<file path="config.mk">
export PLATFORM = sky130hd
export DESIGN_NAME = alu_core_flat
export DESIGN_NICKNAME = d
export VERILOG_FILES = /design/src/rtl/alu_core_if.sv /design/src/rtl/alu_core.sv /design/src/flat_wrapper.sv
export SDC_FILE = /design/constraint.sdc
export NUM_CORES = 1
export LEC_CHECK = 0
export ABC_CLOCK_PERIOD_IN_PS = 950
export CORE_ASPECT_RATIO = 0.7
export CORE_MARGIN = 1
export CORE_UTILIZATION = 49
export CTS_CLUSTER_DIAMETER = 120
export CTS_CLUSTER_SIZE = 8
export DETAILED_ROUTE_END_ITERATION = 16
export GPL_TIMING_DRIVEN = 0
export PLACE_DENSITY = 0.8
export REMOVE_ABC_BUFFERS = 1
export SKIP_LAST_GASP = 1
export SLEW_MARGIN = 10
export SYNTH_ARGS = -nofsm -noshare
export SYNTH_HDL_FRONTEND = slang
export SYNTH_SLANG_ARGS = --single-unit
</file>
<file path="constraint.sdc">
create_clock -name clk -period 0.95 [get_ports clk]
set_clock_uncertainty 0.05 [all_clocks]
set_input_delay 0.19 -clock clk [delete_from_list [all_inputs] [get_ports clk]]
set_output_delay 0.19 -clock clk [all_outputs]
set_load 0.05 [all_outputs]
</file>
<file path="src/rtl/alu_core_if.sv">
// Execute-stage ALU bus: operands and operation select in, registered result and flags out.
interface alu_core_if #(
  parameter int unsigned WIDTH = 32
);
  logic             in_valid;
  logic [WIDTH-1:0] data_r1;
  logic [WIDTH-1:0] data_r2;
  logic             ALUControl;
  logic             out_valid;
  logic [WIDTH-1:0] ALUResult;
  logic             Negative;
  logic             Zero;
  logic             Carry;
  logic             Overflow;

  modport master (
    output in_valid, data_r1, data_r2, ALUControl,
    input  out_valid, ALUResult, Negative, Zero, Carry, Overflow
  );

  modport slave (
    input  in_valid, data_r1, data_r2, ALUControl,
    output out_valid, ALUResult, Negative, Zero, Carry, Overflow
  );
endinterface

</file>
<file path="src/rtl/alu_core.sv">
// Registered add/subtract ALU with NZCV flags; one-cycle latency, one result per cycle.
module alu_core #(
  parameter int unsigned WIDTH = 32
) (
  input logic       clk,
  input logic       rst_n,
  alu_core_if.slave bus
);

  logic [WIDTH-1:0] b_eff;
  logic [WIDTH:0]   sum;
  logic [WIDTH-1:0] result_d;
  logic             ovf_d;

  logic             valid_q;
  logic [WIDTH-1:0] result_q;
  logic             neg_q;
  logic             zero_q;
  logic             carry_q;
  logic             ovf_q;

  // Subtract reuses the adder as A + ~B + 1, so carry-out means "no borrow".
  always_comb begin
    b_eff    = bus.ALUControl ? ~bus.data_r2 : bus.data_r2;
    sum      = {1'b0, bus.data_r1} + {1'b0, b_eff} + {{WIDTH{1'b0}}, bus.ALUControl};
    result_d = sum[WIDTH-1:0];
    ovf_d    = (bus.data_r1[WIDTH-1] == b_eff[WIDTH-1]) &&
               (result_d[WIDTH-1] != bus.data_r1[WIDTH-1]);
  end

  always_ff @(posedge clk or negedge rst_n) begin
    if (!rst_n) begin
      valid_q  <= 1'b0;
      result_q <= '0;
      neg_q    <= 1'b0;
      zero_q   <= 1'b1;
      carry_q  <= 1'b0;
      ovf_q    <= 1'b0;
    end else begin
      valid_q <= bus.in_valid;
      if (bus.in_valid) begin
        result_q <= result_d;
        neg_q    <= result_d[WIDTH-1];
        zero_q   <= ~|result_d;
        carry_q  <= sum[WIDTH];
        ovf_q    <= ovf_d;
      end
    end
  end

  assign bus.out_valid = valid_q;
  assign bus.ALUResult = result_q;
  assign bus.Negative  = neg_q;
  assign bus.Zero      = zero_q;
  assign bus.Carry     = carry_q;
  assign bus.Overflow  = ovf_q;

endmodule

</file>
<file path="src/flat_wrapper.sv">
// flat-port wrapper written by rule: the top's interface ports become plain ports
module alu_core_flat 
#(
  parameter int unsigned WIDTH = 32
)
  (clk, rst_n, bus_in_valid, bus_data_r1, bus_data_r2, bus_ALUControl, bus_out_valid, bus_ALUResult, bus_Negative, bus_Zero, bus_Carry, bus_Overflow);
  alu_core_if #(.WIDTH(WIDTH)) bus_i ();
  input logic clk;
  input logic rst_n;
  input wire logic [$bits(bus_i.in_valid)-1:0] bus_in_valid;
  input wire logic [$bits(bus_i.data_r1)-1:0] bus_data_r1;
  input wire logic [$bits(bus_i.data_r2)-1:0] bus_data_r2;
  input wire logic [$bits(bus_i.ALUControl)-1:0] bus_ALUControl;
  output wire logic [$bits(bus_i.out_valid)-1:0] bus_out_valid;
  output wire logic [$bits(bus_i.ALUResult)-1:0] bus_ALUResult;
  output wire logic [$bits(bus_i.Negative)-1:0] bus_Negative;
  output wire logic [$bits(bus_i.Zero)-1:0] bus_Zero;
  output wire logic [$bits(bus_i.Carry)-1:0] bus_Carry;
  output wire logic [$bits(bus_i.Overflow)-1:0] bus_Overflow;
  assign bus_i.in_valid = bus_in_valid;
  assign bus_i.data_r1 = bus_data_r1;
  assign bus_i.data_r2 = bus_data_r2;
  assign bus_i.ALUControl = bus_ALUControl;
  assign bus_out_valid = bus_i.out_valid;
  assign bus_ALUResult = bus_i.ALUResult;
  assign bus_Negative = bus_i.Negative;
  assign bus_Zero = bus_i.Zero;
  assign bus_Carry = bus_i.Carry;
  assign bus_Overflow = bus_i.Overflow;
  alu_core #(.WIDTH(WIDTH)) u_core (.clk(clk), .rst_n(rst_n), .bus(bus_i));
endmodule
</file>
==> results of run 1 <==
[kinds of logic after synthesis]
| kind of cell | after synthesis | share of synthesized area [%] |
|---|---|---|
| adder cells (fa/ha/maj) | 35 | 12.3 |
| flip-flops | 36 | 24.9 |
| AO/OA/AOI/OAI | 118 | 21.2 |
| multiplexers | 26 | 8.11 |
| XOR/XNOR | 57 | 13.8 |
| AND/OR/NAND/NOR | 117 | 16.4 |
| buffers and inverters | 31 | 3.41 |
[per-stage QoR]
stage	util, %	std cells
CTS	88.1	678
detailed placement	68.0	603
global placement	67.9	602
floorplan	-	404
[repair_timing]
action                                 in CTS
resized for setup                         426
setup endpoints to repair                  71
endpoints found under the hold margin      35
setup buffers                              65
gates cloned                                3
pin swaps                                  70
==> flow_results.org, run 1 <==
** Run status
- The flow did not finish.
- Terminating stage of the flow :: global routing
- The first error in the log reads "[ERROR DPL-0038] Utilization greater than 100%, impossible to legalize".

** Synth
- EDFF count, synth :: 0
- sky130_fd_sc_hd__dfrtp_1 takes more of the synthesized area than any other cell.
- Number of synthesis warnings :: 0
- Among all cell types in the netlist, the one instantiated most often is sky130_fd_sc_hd__xor2_1.
- For this run, the leading register cell type out of synthesis is sky130_fd_sc_hd__dfrtp_1.
- The synthesized design contains 36 register bits.
- In the synthesized netlist, the cells that appear most often are sky130_fd_sc_hd__xor2_1 (39), sky130_fd_sc_hd__a21oi_1 (37), sky130_fd_sc_hd__dfrtp_1 (35).
- Sorting the synthesized cells by area gives the leading types as sky130_fd_sc_hd__dfrtp_1 (24%), sky130_fd_sc_hd__ha_1 (12%), sky130_fd_sc_hd__xor2_1 (9.4%).
- Synth Instances :: 420
- The netlist uses 60 different library cells.
- Summed over its instances, the top area cell type makes up 24.1% of the synthesized netlist area.
- Post-synthesis sequential area ratio :: 24.9%
- FFs w/ async S/R, synth :: 100%
- Averaged over all synthesized cells, the footprint is 8.64 um^2.
- In this run the cell area of the synthesized design comes to 3630 um^2.

** Clock tree
- CTS saw 36 sinks.
- Clock root buffer :: sky130_fd_sc_hd__clkbuf_8
- Counting the buffers created by CTS gives 5.
- The H-tree was split into 2 levels.
- In this run the deepest clock path goes through 2 buffers.

** Placement
- Input and output buffers added on the ports amount to 104.
- At the placement stage, the worst setup path has a slack of -3170 ps.
- Post-DP Area :: 4720 um^2
- Total half-perimeter wirelength after legalization and detailed placement :: 7.92 mm
- At the end of routability-driven placement, the weighted congestion stood at roughly 0.9.

** Floorplanning
- Cell row count :: 25
- 105 I/O pins were placed.
- The die is 74.0 um tall.
- Measured along the x axis, the die boundary spans between 100 and 150 um.
- The initial utilization of the core area, before any placement, comes to 52.2%.

** Timing
- Worst endpoint type :: register data pin
- Crit. endpoint post-GRT repair :: u_core.bus.Zero$_DFFE_PN1P_/D

** GRT
- Pin count of the biggest net entering global routing :: 40
==> run 2, diff against run 1 <==
--- a/config.mk
+++ b/config.mk
@@ -6,14 +6,11 @@
 export NUM_CORES = 1
 export LEC_CHECK = 0
 export ABC_CLOCK_PERIOD_IN_PS = 950
-export CORE_ASPECT_RATIO = 0.7
 export CORE_MARGIN = 1
-export CORE_UTILIZATION = 49
-export CTS_CLUSTER_DIAMETER = 120
-export CTS_CLUSTER_SIZE = 8
+export CORE_UTILIZATION = 40
 export DETAILED_ROUTE_END_ITERATION = 16
 export GPL_TIMING_DRIVEN = 0
-export PLACE_DENSITY = 0.8
+export PLACE_DENSITY_LB_ADDON = 0.15
 export REMOVE_ABC_BUFFERS = 1
 export SKIP_LAST_GASP = 1
 export SLEW_MARGIN = 10
==> flow_results.org, run 2 <==
** Run status
- Run status :: complete, but fails checks
- Violated checks :: setup timing

** GRT
- Global routing consumed, on the met3 layer, about 5.3% of the routing resources.
- Wire length of the first global-routing pass :: 20.9 mm
- Grt met1 use :: 33.0%
- Global routing used approximately 27% of the available tracks.
- Met2 Track Usage GR :: 48.5%
- met2 is the most crowded layer.
- The via count of the first global-routing pass is 4264.
- Total gr overflow :: 0
- The initial antenna violation count came to 0.
- Entering global routing, the biggest net connects 40 pins.

** Critical path
- In this run the critical register-to-register path is launched from u_core.bus.ALUResult[28]$_DFFE_PN0P_.
- Library cell contributing the largest single delay on the critical path :: sky130_fd_sc_hd__clkdlybuf4s50_1
- Worst Setup End Kind :: flop
- Sort of element at the start of the critical path :: input pin
- R2R depth :: 2
- Timing endpoint of the critical path :: u_core.bus.Zero$_DFFE_PN1P_
- By startpoint and endpoint, the worst setup path is classified as input pin to flop.
- Sequence of cells on the critical path :: clkdlybuf4s50_1 > xor2_1 > ha_1 > nand2_1 > o21ai_2 > a221oi_1 > o21ai_0 > a21oi_2 > xnor2_1 > nand4b_1 > nor4_2 > nand4b_1 > o32ai_2
- Critical Path RT :: 1110 ps
- In this run the worst path has a maximum fanout of 8.
- Across all register-to-register paths, the minimum setup slack is 20 ps.
- The most numerous cell type found on the critical path is sky130_fd_sc_hd__nand4b_1.
- For this run, the slowest stage of the critical path takes 470 ps.
- Tracing the worst setup path back leads to its startpoint at bus_data_r2[21].
- Arr. time, crit path :: 3130 ps
- The endpoint identified for the worst register-to-register timing path is u_core.bus.ALUResult[28]$_DFFE_PN0P_.

** Timing
- Once routing completed, OpenROAD measured the worst setup slack at -2020 ps.
- After layout, the worst path uses 313% of the clock period.
- For the pin with the worst max-slew slack, the measured transition is 510 ps.
- Setup violations remaining at the end of the flow were counted as 71.
- Measured against its own limit, the worst slew margin works out to 66.0%.
- The count of final hold-check violations came to 0.
- Unrepaired setup endpoints after global routing :: true
- The smallest clock period supported by the final layout is computed as between 2000 and 3000 ps.
- Derived from the worst setup path, the maximum achievable clock frequency is 337 MHz.
- Worst hold margin :: 244 ps
- The number of max-slew violations in the final report is 0.

** Synth
- Number of different library cells in the post-synthesis netlist :: 60
- The Yosys step of the flow raised 0 warnings.
- The cell count after synthesis came out at 420.
- The biggest area contributor in the post-synthesis netlist is sky130_fd_sc_hd__dfrtp_1.
- Main flop type after synthesis :: sky130_fd_sc_hd__dfrtp_1
- EDFF count, synth :: 0
- Leading post-synthesis cells by instance count :: sky130_fd_sc_hd__xor2_1 (39), sky130_fd_sc_hd__a21oi_1 (37), sky130_fd_sc_hd__dfrtp_1 (35)
- Main area contributors after synthesis :: sky130_fd_sc_hd__dfrtp_1 (24%), sky130_fd_sc_hd__ha_1 (12%), sky130_fd_sc_hd__xor2_1 (9.4%)
- Post-synthesis average cell area :: 8.64 um^2
- Yosys instantiated no cell more often than sky130_fd_sc_hd__xor2_1.
- Flip-flop and latch count after synthesis :: 36
- Summing the sequential cell areas from Yosys gives 24.9% of the chip area.
- In the synthesized netlist the async set-or-reset flop fraction comes to 100%.
- The synthesized netlist occupies a cell area of approximately 3600 um^2.
- The share of synthesized area in the top cell type comes to 24.1%.

** Floorplanning
- The floorplan has 34 rows.
- Placeable core region :: between 8000 and 9000 um^2
- The die covers 9450 um^2.
- Die Height :: 97.2 um
- Top-level I/O count :: 105
- The die is 97.2 um wide.
- Initial Util :: 41.4%

** Pwr
- For this design the static power due to leakage is ~2.8 nW.
- Ratio of total power to cell area :: around 1800 nW/um^2
- Across the VDD grid, the largest voltage drop is 0.00146 V.
- Total power for the finished layout comes to roughly 12 mW.

** Layout
- The register with the most flip-flops in the layout has 31 of them.
- Most common cell after layout, fill and taps aside :: sky130_fd_sc_hd__buf_4
- The number of antenna diodes in the final layout is 0.
- Post-layout instance count excluding filler cells :: between 700 and 800
- Fill count :: 520
- Non-Filler Cell Area, Final :: around 6900 um^2
- Of the cells placed in the final design, the portion with a size suffix greater than 1 is 54.2%.
- Final net count :: 704
- Commonest cells after routing, fill and taps aside :: sky130_fd_sc_hd__buf_4 (74), sky130_fd_sc_hd__buf_6 (42), sky130_fd_sc_hd__dfrtp_1 (35), sky130_fd_sc_hd__clkdlybuf4s50_1 (32)
- From synthesis to final layout, the design area changed by 90.1%.

** Drt
- DRT Wirelength :: between 10 and 15 mm
- Iter 0 DRT Violations :: between 200 and 250
- After detailed routing, the number of vias per cell comes to a little under 6.
- Post-route DRC :: 0
- Number of vias in the routed layout :: roughly 4.1k
- Drt wl/cell :: 19.7 um
- Number of detailed-routing iterations run before antenna repair :: 4
- Final antenna-violating net count :: 0

** Placement
- In this run the cell area measured after placement is around 4800 um^2.
- OpenSTA, run right after detailed placement, puts the worst setup slack at -3150 ps.
- Total half-perimeter wirelength after legalization and detailed placement :: 7.85 mm
- After detailed placement, the design holds a cell count of just over 600.
- At the end of routability-driven placement, the weighted congestion stood at 0.833.
- Port Buffer Count :: 104

** Hold path
- Min-delay worst type :: input pin to flop

** Clock tree
- Clock tree from TritonCTS :: built
- Buffers from clock root to sink, at most :: 2
- Clock tree sinks :: 36
- The H-tree generated during clock tree synthesis spans 2 levels.
- The number of clock buffers added by TritonCTS is 5.
- At the later pin of the worst-skew pair, clock insertion delay measures between 200 and 300 ps.
- Register clock-pin slew on the reported worst setup and hold paths :: approximately 70 ps
- Clock tree synthesis selected as its root buffer the cell sky130_fd_sc_hd__clkbuf_8.

** Run
- Number of max-cap violations :: 0
[run 2: cell counts after synthesis]
No cell type changed its count.
[run 2: cells by family (layout without fill, tap and decap cells)]
| kind of cell | Yosys count | in the layout | share of synthesized area [%] |
|---|---|---|---|
| mux | 26 | 26 | 8.11 |
| fa+ha+maj | 35 | 35 | 12.3 |
| buf+inv | 31 | 213 | 3.41 |
| compound gates | 118 | 118 | 21.2 |
| simple gates | 117 | 117 | 16.4 |
| xor+xnor | 57 | 57 | 13.8 |
| flops | 36 | 36 | 24.9 |
[run 2: worst min path at each step]
stage	from	to	cells past startpoint
finish	bus_in_valid	u_core.bus.out_valid$_DFF_PN0_	1
detailed placement	rst_n	u_core.bus.ALUResult[20]$_DFFE_PN0P_	1
global placement	u_core.bus.Overflow$_DFFE_PN0P_	u_core.bus.Overflow$_DFFE_PN0P_	2
floorplan	rst_n	u_core.bus.ALUResult[0]$_DFFE_PN0P_	0
CTS	bus_in_valid	u_core.bus.out_valid$_DFF_PN0_	1
global route	bus_in_valid	u_core.bus.out_valid$_DFF_PN0_	1
[run 2: layer usage]
layer	wire, um	share of wire, %
met5	0	0
met4	503	3.6
met3	908	6.5
met2	7020	50
met1	5540	40
[run 2: area by class of cell]
class	count	area, um^2	share of cell area [%]
clock buffer	6	72.6	1.05
clock inverter	2	35.0	0.508
inverter	15	56.3	0.817
multi-input combinational	353	3890	56.4
sequential	36	902	13.1
tap	108	135	1.96
timing repair buffer	190	1810	26.2
[run 2: where the power goes]
group          internal (mW)  leakage, nW  switching, mW  total (mW)
logic                   3.84         2.34           4.85        8.68
clock network          0.779       0.0552          0.603        1.38
registers               2.02        0.422          0.393        2.41
[run 2: critical path: cells and delay by family]
kind,cells,cell delay (ps)
AO/OA/AOI/OAI,5,1010
XOR/XNOR,2,270
adder cells (fa/ha/maj),1,360
buffers and inverters,1,470
AND/OR/NAND/NOR,4,820
[run 2: what timing repair did]
action / CTS / global route
endpoints found under the hold margin: 23 / 0
pin swaps: 117 / 54
endpoints found under the setup margin: 71 / 71
gates resized for setup: 523 / 49
hold buffers: 1 / 0
buffers inserted: 63 / 18
gates cloned: 2 / 1
[run 2: per-stage QoR]
stage,util [%],setup TNS (ps)
finish,78.7,-47800
floorplan,-,-40110
detailed placement,54.4,-85880
global placement,54.0,-178270
CTS,73.8,-43900
global route,78.7,-51090
No activity file was read; power rests on OpenSTA's default activity.
